`config.mk`:
```
export PLATFORM = sky130hd
export DESIGN_NAME = systolic_feeder
export DESIGN_NICKNAME = d
export VERILOG_FILES = /design/src/rtl/systolic_pkg.sv /design/src/rtl/operand_bank.sv /design/src/rtl/systolic_feeder.sv
export SDC_FILE = /design/constraint.sdc
export NUM_CORES = 2
export LEC_CHECK = 0
export CORE_MARGIN = 2
export CORE_UTILIZATION = 35
export CTS_CLUSTER_DIAMETER = 50
export CTS_CLUSTER_SIZE = 25
export DETAILED_ROUTE_END_ITERATION = 16
export PLACE_DENSITY = 0.6
export SLEW_MARGIN = 5
export SYNTH_ARGS = -nofsm -noshare
export SYNTH_HDL_FRONTEND = slang
export SYNTH_HIERARCHICAL = 1
export SYNTH_SLANG_ARGS = --single-unit
export TNS_END_PERCENT = 10
```
`constraint.sdc`:
```
create_clock -name clock -period 6.55 [get_ports clock]
set_clock_uncertainty 0.05 [all_clocks]
set_input_delay 0.655 -clock clock [delete_from_list [all_inputs] [get_ports clock]]
set_output_delay 0.655 -clock clock [all_outputs]
set_load 0.01 [all_outputs]
```
`src/rtl/systolic_pkg.sv`:
```
// Shared definitions for the systolic array operand feeder: FSM state type and
// phase lengths expressed as functions of the array dimension.
package systolic_pkg;

  typedef enum logic [2:0] {
    IDLE,
    CLEAR,
    STREAM,
    DRAIN,
    DONE
  } feeder_state_e;

  localparam int CLEAR_LEN = 1;

  function automatic int stream_len(input int dim);
    return 2 * dim - 1;
  endfunction

  function automatic int drain_len(input int dim);
    return dim;
  endfunction

  function automatic int step_width(input int dim);
    return $clog2(3 * dim);
  endfunction

endpackage

```
`src/rtl/operand_bank.sv`:
```
// DIM x DIM operand store with a single write port and a diagonal-skewed read:
// lane i presents element (i, t-i) row-major, or (t-i, i) when COL_MAJOR is set.
module operand_bank
  import systolic_pkg::*;
#(
  parameter int WIDTH     = 8,
  parameter int DIM       = 10,
  parameter bit COL_MAJOR = 1'b0
) (
  input  logic                         clock,
  input  logic                         wr_en_i,
  input  logic [$clog2(DIM)-1:0]       wr_row_i,
  input  logic [$clog2(DIM)-1:0]       wr_col_i,
  input  logic [WIDTH-1:0]             wr_data_i,
  input  logic [step_width(DIM)-1:0]   step_i,
  output logic [WIDTH-1:0]             skew_o [DIM]
);

  localparam int IW = $clog2(DIM);

  logic [WIDTH-1:0] mem_q [DIM][DIM];

  // Storage has no reset: contents are only defined once written.
  always_ff @(posedge clock) begin
    if (wr_en_i) begin
      mem_q[wr_row_i][wr_col_i] <= wr_data_i;
    end
  end

  int diff;

  always_comb begin
    diff = 0;
    for (int i = 0; i < DIM; i++) begin
      skew_o[i] = '0;
      diff = int'(step_i) - i;
      if (diff >= 0 && diff < DIM) begin
        if (COL_MAJOR) begin
          skew_o[i] = mem_q[diff[IW-1:0]][IW'(i)];
        end else begin
          skew_o[i] = mem_q[IW'(i)][diff[IW-1:0]];
        end
      end
    end
  end

endmodule

```
`src/rtl/systolic_feeder.sv`:
```
// Loads A/B operand matrices, then streams them diagonally skewed into a
// DIM x DIM systolic array: clear, stream 2*DIM-1 steps, drain DIM, done.
module systolic_feeder
  import systolic_pkg::*;
#(
  parameter int WIDTH = 8,
  parameter int DIM   = 10
) (
  input  logic                   clock,
  input  logic                   reset,
  input  logic                   wr_en,
  input  logic                   wr_sel,
  input  logic [$clog2(DIM)-1:0] wr_row,
  input  logic [$clog2(DIM)-1:0] wr_col,
  input  logic [WIDTH-1:0]       wr_data,
  input  logic                   start,
  output logic                   busy,
  output logic                   done,
  output logic                   array_clear,
  output logic [WIDTH-1:0]       out_left [DIM],
  output logic [WIDTH-1:0]       out_top  [DIM]
);

  localparam int CW         = step_width(DIM);
  localparam int STREAM_LEN = stream_len(DIM);
  localparam int DRAIN_LEN  = drain_len(DIM);

  feeder_state_e    state_q, state_d;
  logic [CW-1:0]    cnt_q, cnt_d;
  logic             done_q, done_d;
  logic             clear_q, clear_d;
  logic [WIDTH-1:0] left_q [DIM];
  logic [WIDTH-1:0] left_d [DIM];
  logic [WIDTH-1:0] top_q  [DIM];
  logic [WIDTH-1:0] top_d  [DIM];
  logic [WIDTH-1:0] left_skew [DIM];
  logic [WIDTH-1:0] top_skew  [DIM];

  logic in_range, wr_ok;

  // Writes land only while idle; reset suppresses a coincident write.
  assign in_range = (int'(wr_row) < DIM) && (int'(wr_col) < DIM);
  assign wr_ok    = wr_en && !reset && (state_q == IDLE) && in_range;

  operand_bank #(
    .WIDTH     (WIDTH),
    .DIM       (DIM),
    .COL_MAJOR (1'b0)
  ) u_bank_a (
    .clock     (clock),
    .wr_en_i   (wr_ok && !wr_sel),
    .wr_row_i  (wr_row),
    .wr_col_i  (wr_col),
    .wr_data_i (wr_data),
    .step_i    (cnt_d),
    .skew_o    (left_skew)
  );

  operand_bank #(
    .WIDTH     (WIDTH),
    .DIM       (DIM),
    .COL_MAJOR (1'b1)
  ) u_bank_b (
    .clock     (clock),
    .wr_en_i   (wr_ok && wr_sel),
    .wr_row_i  (wr_row),
    .wr_col_i  (wr_col),
    .wr_data_i (wr_data),
    .step_i    (cnt_d),
    .skew_o    (top_skew)
  );

  always_comb begin
    state_d = state_q;
    cnt_d   = cnt_q;
    case (state_q)
      IDLE: begin
        if (start) begin
          state_d = CLEAR;
          cnt_d   = '0;
        end
      end
      CLEAR: begin
        state_d = STREAM;
        cnt_d   = '0;
      end
      STREAM: begin
        if (cnt_q == CW'(STREAM_LEN - 1)) begin
          state_d = DRAIN;
          cnt_d   = '0;
        end else begin
          cnt_d = cnt_q + CW'(1);
        end
      end
      DRAIN: begin
        if (cnt_q == CW'(DRAIN_LEN - 1)) begin
          state_d = DONE;
          cnt_d   = '0;
        end else begin
          cnt_d = cnt_q + CW'(1);
        end
      end
      DONE: begin
        state_d = IDLE;
        cnt_d   = '0;
      end
      default: begin
        state_d = IDLE;
        cnt_d   = '0;
      end
    endcase
  end

  // Outputs are computed from the next state so the registers present step t
  // during the cycle the FSM spends on step t.
  always_comb begin
    clear_d = (state_d == CLEAR);
    done_d  = (state_d == DONE);
    for (int i = 0; i < DIM; i++) begin
      left_d[i] = (state_d == STREAM) ? left_skew[i] : '0;
      top_d[i]  = (state_d == STREAM) ? top_skew[i]  : '0;
    end
  end

  always_ff @(posedge clock) begin
    if (reset) begin
      state_q <= IDLE;
      cnt_q   <= '0;
      done_q  <= 1'b0;
      clear_q <= 1'b0;
      for (int i = 0; i < DIM; i++) begin
        left_q[i] <= '0;
        top_q[i]  <= '0;
      end
    end else begin
      state_q <= state_d;
      cnt_q   <= cnt_d;
      done_q  <= done_d;
      clear_q <= clear_d;
      for (int i = 0; i < DIM; i++) begin
        left_q[i] <= left_d[i];
        top_q[i]  <= top_d[i];
      end
    end
  end

  assign busy        = (state_q != IDLE);
  assign done        = done_q;
  assign array_clear = clear_q;
  assign out_left    = left_q;
  assign out_top     = top_q;

endmodule

```
* Yosys cells after proc, flatten, opt, wreduce, memory -nomap -nowiden
Memories as Yosys holds them, arrays and structs flattened. A register that Yosys moved wholly into a read port is not among the register bits.
Index checks and enable logic that the tools add are counted.
** Operators by class
- Add/subtract/negate cells :: 10
- Multipliers :: 0
- Divide/modulo/power cells :: 0
- $lt $le $gt $ge :: 34
- Equality and inequality tests :: 8
- Shift operators :: 0
- Mux-type cells :: 44
- Bitwise gates (word level) :: 22
- Reductions and logical operators :: 31
** Operators with widths (count)
- $bmux W8 S4 :: 10
- $ge A32 B1 Y1 const B :: 9
- $lt A32 B5 Y1 const B :: 9
- $mux W8 :: 21
- $mux W80 :: 2
- $ge A5 B5 Y1 const B :: 11
- $not A4 Y5 :: 11
- $demux W8 S4 :: 1
- $reduce_or A3 Y1 :: 10
- $sub A5 B3 Y6 const B :: 4
- $logic_and A1 B1 Y1 :: 17
- $mux W5 :: 3
- $pmux W5 S3 :: 1
- $pmux W3 S4 :: 1
- $sub A5 B2 Y6 const B :: 2
- $sub A5 B4 Y6 const B :: 2
- $not A1 Y1 :: 11
- $eq A3 B2 Y1 const B :: 3
- $mux W3 :: 3
- $lt A4 B4 Y1 const B :: 2
- $eq A3 B1 Y1 const B :: 2
- $sub A5 B1 Y6 const B :: 1
- $add A5 B1 Y5 const B :: 1
- $eq A5 B4 Y1 const B :: 1
- other kinds (9) :: 11
** Word-level totals
- Bits in registers :: 90
- Bits in latches :: 0
- RAM bits :: 1600
- Memory bits (read-only) :: 0
- Word-level logic and storage cells :: 165
- Memories :: 2
** Memories
- u_bank_a.mem_q :: words 10, bits a word 80, rd ports 10, clocked after memory_dff 0, wr ports 1, RTL line operand_bank.sv:21 : logic [WIDTH-1:0] mem_q [DIM][DIM];
- u_bank_b.mem_q :: words 10, bits a word 80, rd ports 8, clocked after memory_dff 8, wr ports 1, RTL line operand_bank.sv:21

* Longest topological paths before layout
- Word-level depth :: 8
- Depth in mapped cells :: 20
- Gate-level depth less buffers :: 16

* Modules after synthesis
The synthesis kept the hierarchy.
** By module, submodules not included
- operand_bank at u_bank_a :: instances 1, cells each 1649, area each 31848.0 µm²
- operand_bank at u_bank_b :: instances 1, cells each 1351, area each 25872.3 µm²
- systolic_feeder :: instances 1, cells each 407, area each 4847.1 µm²

* Least setup slack after synthesis
Ideal clock, no wire load.
- Path type :: register to register
- From :: register cnt_q[0]
- To :: register top_q, in the netlist out_top[24] (read register of u_bank_b.mem_q)
- Library setup time :: 115 ps
- Arrival :: 4395 ps
- Setup slack :: 1990 ps
- Cell stages (with the launch flop) :: 18
- Cells stage by stage :: dfxtp_1 > inv_1 > ha_1 > nand4bb_1 > o21ai_1 > o31ai_1 > buf_6 > buf_6 > buf_4 > buf_2 > inv_2 > ha_1 > buf_2 > clkbuf_1 > mux4_2 > mux4_2 > nor2b_1 > and2_1
** On the way
- Cells in the longest elaborated chain, start to end :: 8
- Elaborated cells on any way between the ends :: 18
- Those cells by class :: add/sub: 2; order compare: 2; eq/ne: 3; mux: 7; bitwise: 2; reduce/logical: 2
** Ends and longest elaborated chain
- from (decl) :: RTL line systolic_feeder.sv:29 : logic [CW-1:0] cnt_q, cnt_d;
- from (signal assigned) :: RTL line systolic_feeder.sv:137 : cnt_q <= cnt_d;
- $add A5 B1 Y5, or another cell as far along :: RTL line systolic_feeder.sv:92, systolic_feeder.sv:100
- $mux W5, on equally long branches :: RTL line systolic_feeder.sv:96, systolic_feeder.sv:88
- $pmux W5 S3 (*) :: RTL line systolic_feeder.sv:76 : case (state_q)
- via cnt_d[1] :: RTL line systolic_feeder.sv:29
- $sub A5 B3 Y6 (*) :: RTL line operand_bank.sv:36 : diff = int'(step_i) - i;
- $ge A32 B1 Y1 / $lt A32 B5 Y1 (equally long branches) :: RTL line operand_bank.sv:37 : if (diff >= 0 && diff < DIM) begin
- $logic_and A1 B1 Y1 :: RTL line operand_bank.sv:37
- $not A1 Y1 (no line)
- $reduce_or A3 Y1 (no line)
- to (decl) :: RTL line systolic_feeder.sv:34 : logic [WIDTH-1:0] top_q [DIM];
The timed path passes the listed nets; every way through them passes the cells marked *.
A chain may end at the register's enable or synchronous reset.

* Worst setup path in the final report
- From :: register cnt_q[0]
- To :: register left_q, in the netlist out_left[65]
** On the way
- Cells in the longest elaborated chain, start to end :: 8
- Elaborated cells on any way between the ends :: 22
- Those cells by class :: add/sub: 2; order compare: 2; eq/ne: 3; mux: 10; bitwise: 3; reduce/logical: 2
** Ends and longest elaborated chain
- $add A5 B1 Y5, or another cell as far along :: RTL line systolic_feeder.sv:92, systolic_feeder.sv:100
- $mux W5, on equally long branches :: RTL line systolic_feeder.sv:96, systolic_feeder.sv:88
- $pmux W5 S3 (*) :: RTL line systolic_feeder.sv:76
- via cnt_d[2] :: RTL line systolic_feeder.sv:29
- $sub A5 B1 Y6 (*) :: RTL line operand_bank.sv:36
- $ge A32 B1 Y1, or another cell as far along :: RTL line operand_bank.sv:37
- $logic_and A1 B1 Y1 / $bmux W8 S4 (equally long branches) :: RTL line operand_bank.sv:37, operand_bank.sv:41
- $not A1 Y1 (no line) / $mux W8 (equally long branches)
- $reduce_or A3 Y1 (no line) / $mux W8 (equally long branches)
- to (signal, indexed assignment) :: RTL line systolic_feeder.sv:141 : left_q[i] <= left_d[i];
- to (decl) :: RTL line systolic_feeder.sv:32 : logic [WIDTH-1:0] left_q [DIM];
The timed path passes the listed nets; every way through them passes the cells marked *. The select of a mux whose other input is x is not followed.

==> run summary <==
Outcome: finished clean
Number of synthesized flops with an enable pin: 1,440
First-pass DRT Iterations: 6
Total power: 21.2 mW
Worst-path clk slew: 90 ps
DR WL/cell: 24.4 µm
FFs w/ async S/R, synth: 0
Syn avg cell area: 18.4 µm²
DP Wirelength: 90,700 µm
Max Cap Viol: 0
Power density cells: 294 nW/µm²
Initial DRC Count: 2,675
Synth unique cells: 68
Post-CTS sizing: 0
Slew @ Worst Pin: 1230 ps
Final Max Slew Viols: 0
Antenna Nets Post-Route: 0
Netlist Area Pre-Place: 62,600 µm²
Num CTS Buffers: 141
GRT Total Usage: 0.162
Synthesized flop and latch total: 1,610
Core area: 178,000 µm²
Critical path data arrival time: 5760 ps
Grt ovf: 0
R2R setup slack: 1450 ps
Rows: 155
Clock Latency Late Sink: 790 ps
Post-CTS Setup Bufs: 0
First-pass GRT wire length: 218,000 µm
Setup TNS: 0 ps
Die area: 182,000 µm²
Tmin final: 5100 ps
Ys Warns: 6
Final setup fails: 0
CTS max path bufs: 3
Clock sink count: 1,610
Sequential area share after synthesis: 0.746
Top Ports: 184
Unrepaired setup endpoints after global routing: no
Leakage: 22.6 nW
Die X: 427 µm
Area grow syn2layout: 15.1%
CTS tree: done
Hold Crit Class: in -> reg
Initial antenna violation count: 13
Worst ir drop on vdd: 0.000189 V
Initial Util: 0.351
Root buffer cell: clkbuf_16
Via count: 31,518
Routed WL: 149,000 µm
Slew HR: 0.178
Critical path fanouts, max: 26
Hold_buf cts: 0
Largest net degree at the start of global routing: 112
Residual DRC count: 0
I/O Buffers: 183
Tcrit/Tclk final: 0.778
GPL Wtd Cong: 0.791
Crit Path Category: reg -> reg
CP required: 7210 ps
Max Clk Rate: 0.196 GHz
Vias in the first global route: 31,681
Vias per inst: 5.16
Final #Nets: 3,690
Endpoints failing hold: 0
Worst setup EP type: register
Die Ht: 427 µm
Layout cell share with drive strength beyond 1: 0.175
Synthesized instance count: 3,407
Most common flop cell mapped by yosys: edfxtp_1
Critical Path Start Type: register
H-tree depth: 4
critical path: stages (launching register included):
cell and delay, ps:
dfxtp_1 480, ha_1 210, nand3b_1 120, nor3b_1 730, or4b_1 290, nand3_4 420
inv_2 580, ha_1 350, a21boi_2 110, xnor2_1 170, buf_4 240, a221oi_2 820
and3_1 310, and2_1 140
metrics by stage:
stage | area, µm² | setup WS [ps] | util | hold WS, ps | std cells
after floorplan | 62600 | 1990 | - | 428 | 3422
after global placement | 66900 | 1270 | 0.376 | 498 | 5847
after detailed placement | 66900 | 1150 | 0.376 | 490 | 5847
after CTS | 72000 | 1420 | 0.404 | 167 | 6110
after global routing | 72000 | 1120 | 0.404 | 184 | 6110
final | 72000 | 1450 | 0.405 | 224 | 6113
cells by family (layout without fill, tap and decap cells):
kind of cell	after synthesis	in the layout	share of synthesized area
mux	459	459	0.131
xor+xnor	28	28	0.00512
flops	1610	1610	0.746
other cells	1	19	0.0000599
compound gates	257	257	0.0282
fa+ha+maj	34	34	0.00680
simple gates	828	828	0.0659
buf+inv	190	523	0.0178
synthesized netlist by cell type (all sizes together) (2+ instances only):
cell type | instances | area (µm²)
buf | 109 | 795
a21o | 2 | 15.0
and3b | 4 | 35.0
a31oi | 13 | 81.3
o21ai | 45 | 225
xor2 | 7 | 83.8
nor3b | 24 | 180
a21oi | 36 | 180
nand2b | 11 | 68.8
mux4 | 284 | 6400
nor3 | 12 | 60.1
xnor2 | 21 | 236
nand4 | 4 | 25.0
nand3 | 51 | 255
nand3b | 14 | 105
inv | 16 | 60.1
and3 | 34 | 213
edfxtp | 1440 | 43200
ha | 34 | 425
a221oi | 4 | 47.6
or3 | 6 | 37.5
o22ai | 33 | 206
o31ai | 2 | 15.0
nor2b | 71 | 444
a21boi | 4 | 37.5
dfxtp | 170 | 3400
nand4b | 2 | 17.5
a311oi | 28 | 245
a211oi | 76 | 571
nand2 | 219 | 825
mux2 | 21 | 236
or3b | 2 | 17.5
clkbuf | 65 | 258
and2 | 163 | 1020
o211ai | 2 | 15.0
mux2i | 154 | 1540
nor2 | 206 | 776
a41oi | 4 | 35.0
layout make-up:
type	count	area, µm²
Antenna cell	3	7.51
Multi-Input combinational cell	1622	15000
Fill cell	15885	106000
Sequential cell	1610	46600
Timing Repair Buffer	244	2320
Tap cell	2355	2950
Clock inverter	110	1400
Inverter	16	60.1
Clock buffer	153	3670
per-layer routing:
layer  wire length (µm)  GRT usage  share of wire
met1              62600      0.216           0.42
met2              75000      0.275           0.50
met3               8410     0.0290          0.056
met5                 12          0       0.000080
met4               3290     0.0425          0.022
cell usage in the layout (no fill, tap or decap), types with 33 or more instances in the layout:
cell type,Yosys,layout
o22ai_1,33,33
mux4_2,283,283
a21oi_1,36,36
nand3_1,51,49
o21ai_0,43,43
and3_1,34,34
and2_1,163,163
buf_4,49,59
clkbuf_16,0,145
nor2b_1,71,71
mux2i_1,154,154
clkdlybuf4s50_1,0,175
dfxtp_1,170,170
nor2_1,205,205
edfxtp_1,1440,1440
nand2_1,218,218
a211oi_1,76,76
path summary, 6_finish.rpt:
check / to / depth (start not counted) / start
min: u_bank_a/mem_q[0][2] / 1 / wr_data[2]
max reg2reg: out_left[65] / 13 / cnt_q[0]
max: out_left[65] / 13 / cnt_q[0]
min reg2reg: state_q[1] / 1 / state_q[1]
report_power, final:
part           internal, mW  switching (mW)
clock                  4.68            4.27
sequential             11.2         0.00895
combinational         0.412           0.637
total                  16.3            4.91
registers in the layout (all words and copies together) (netlist names):
register        cells
out_top            80
u_bank_b/mem_q    640
done                1
u_bank_a/mem_q    800
state_q             3
array_clear         1
cnt_q               5
out_left           80
(Power assumes the default switching activity.)
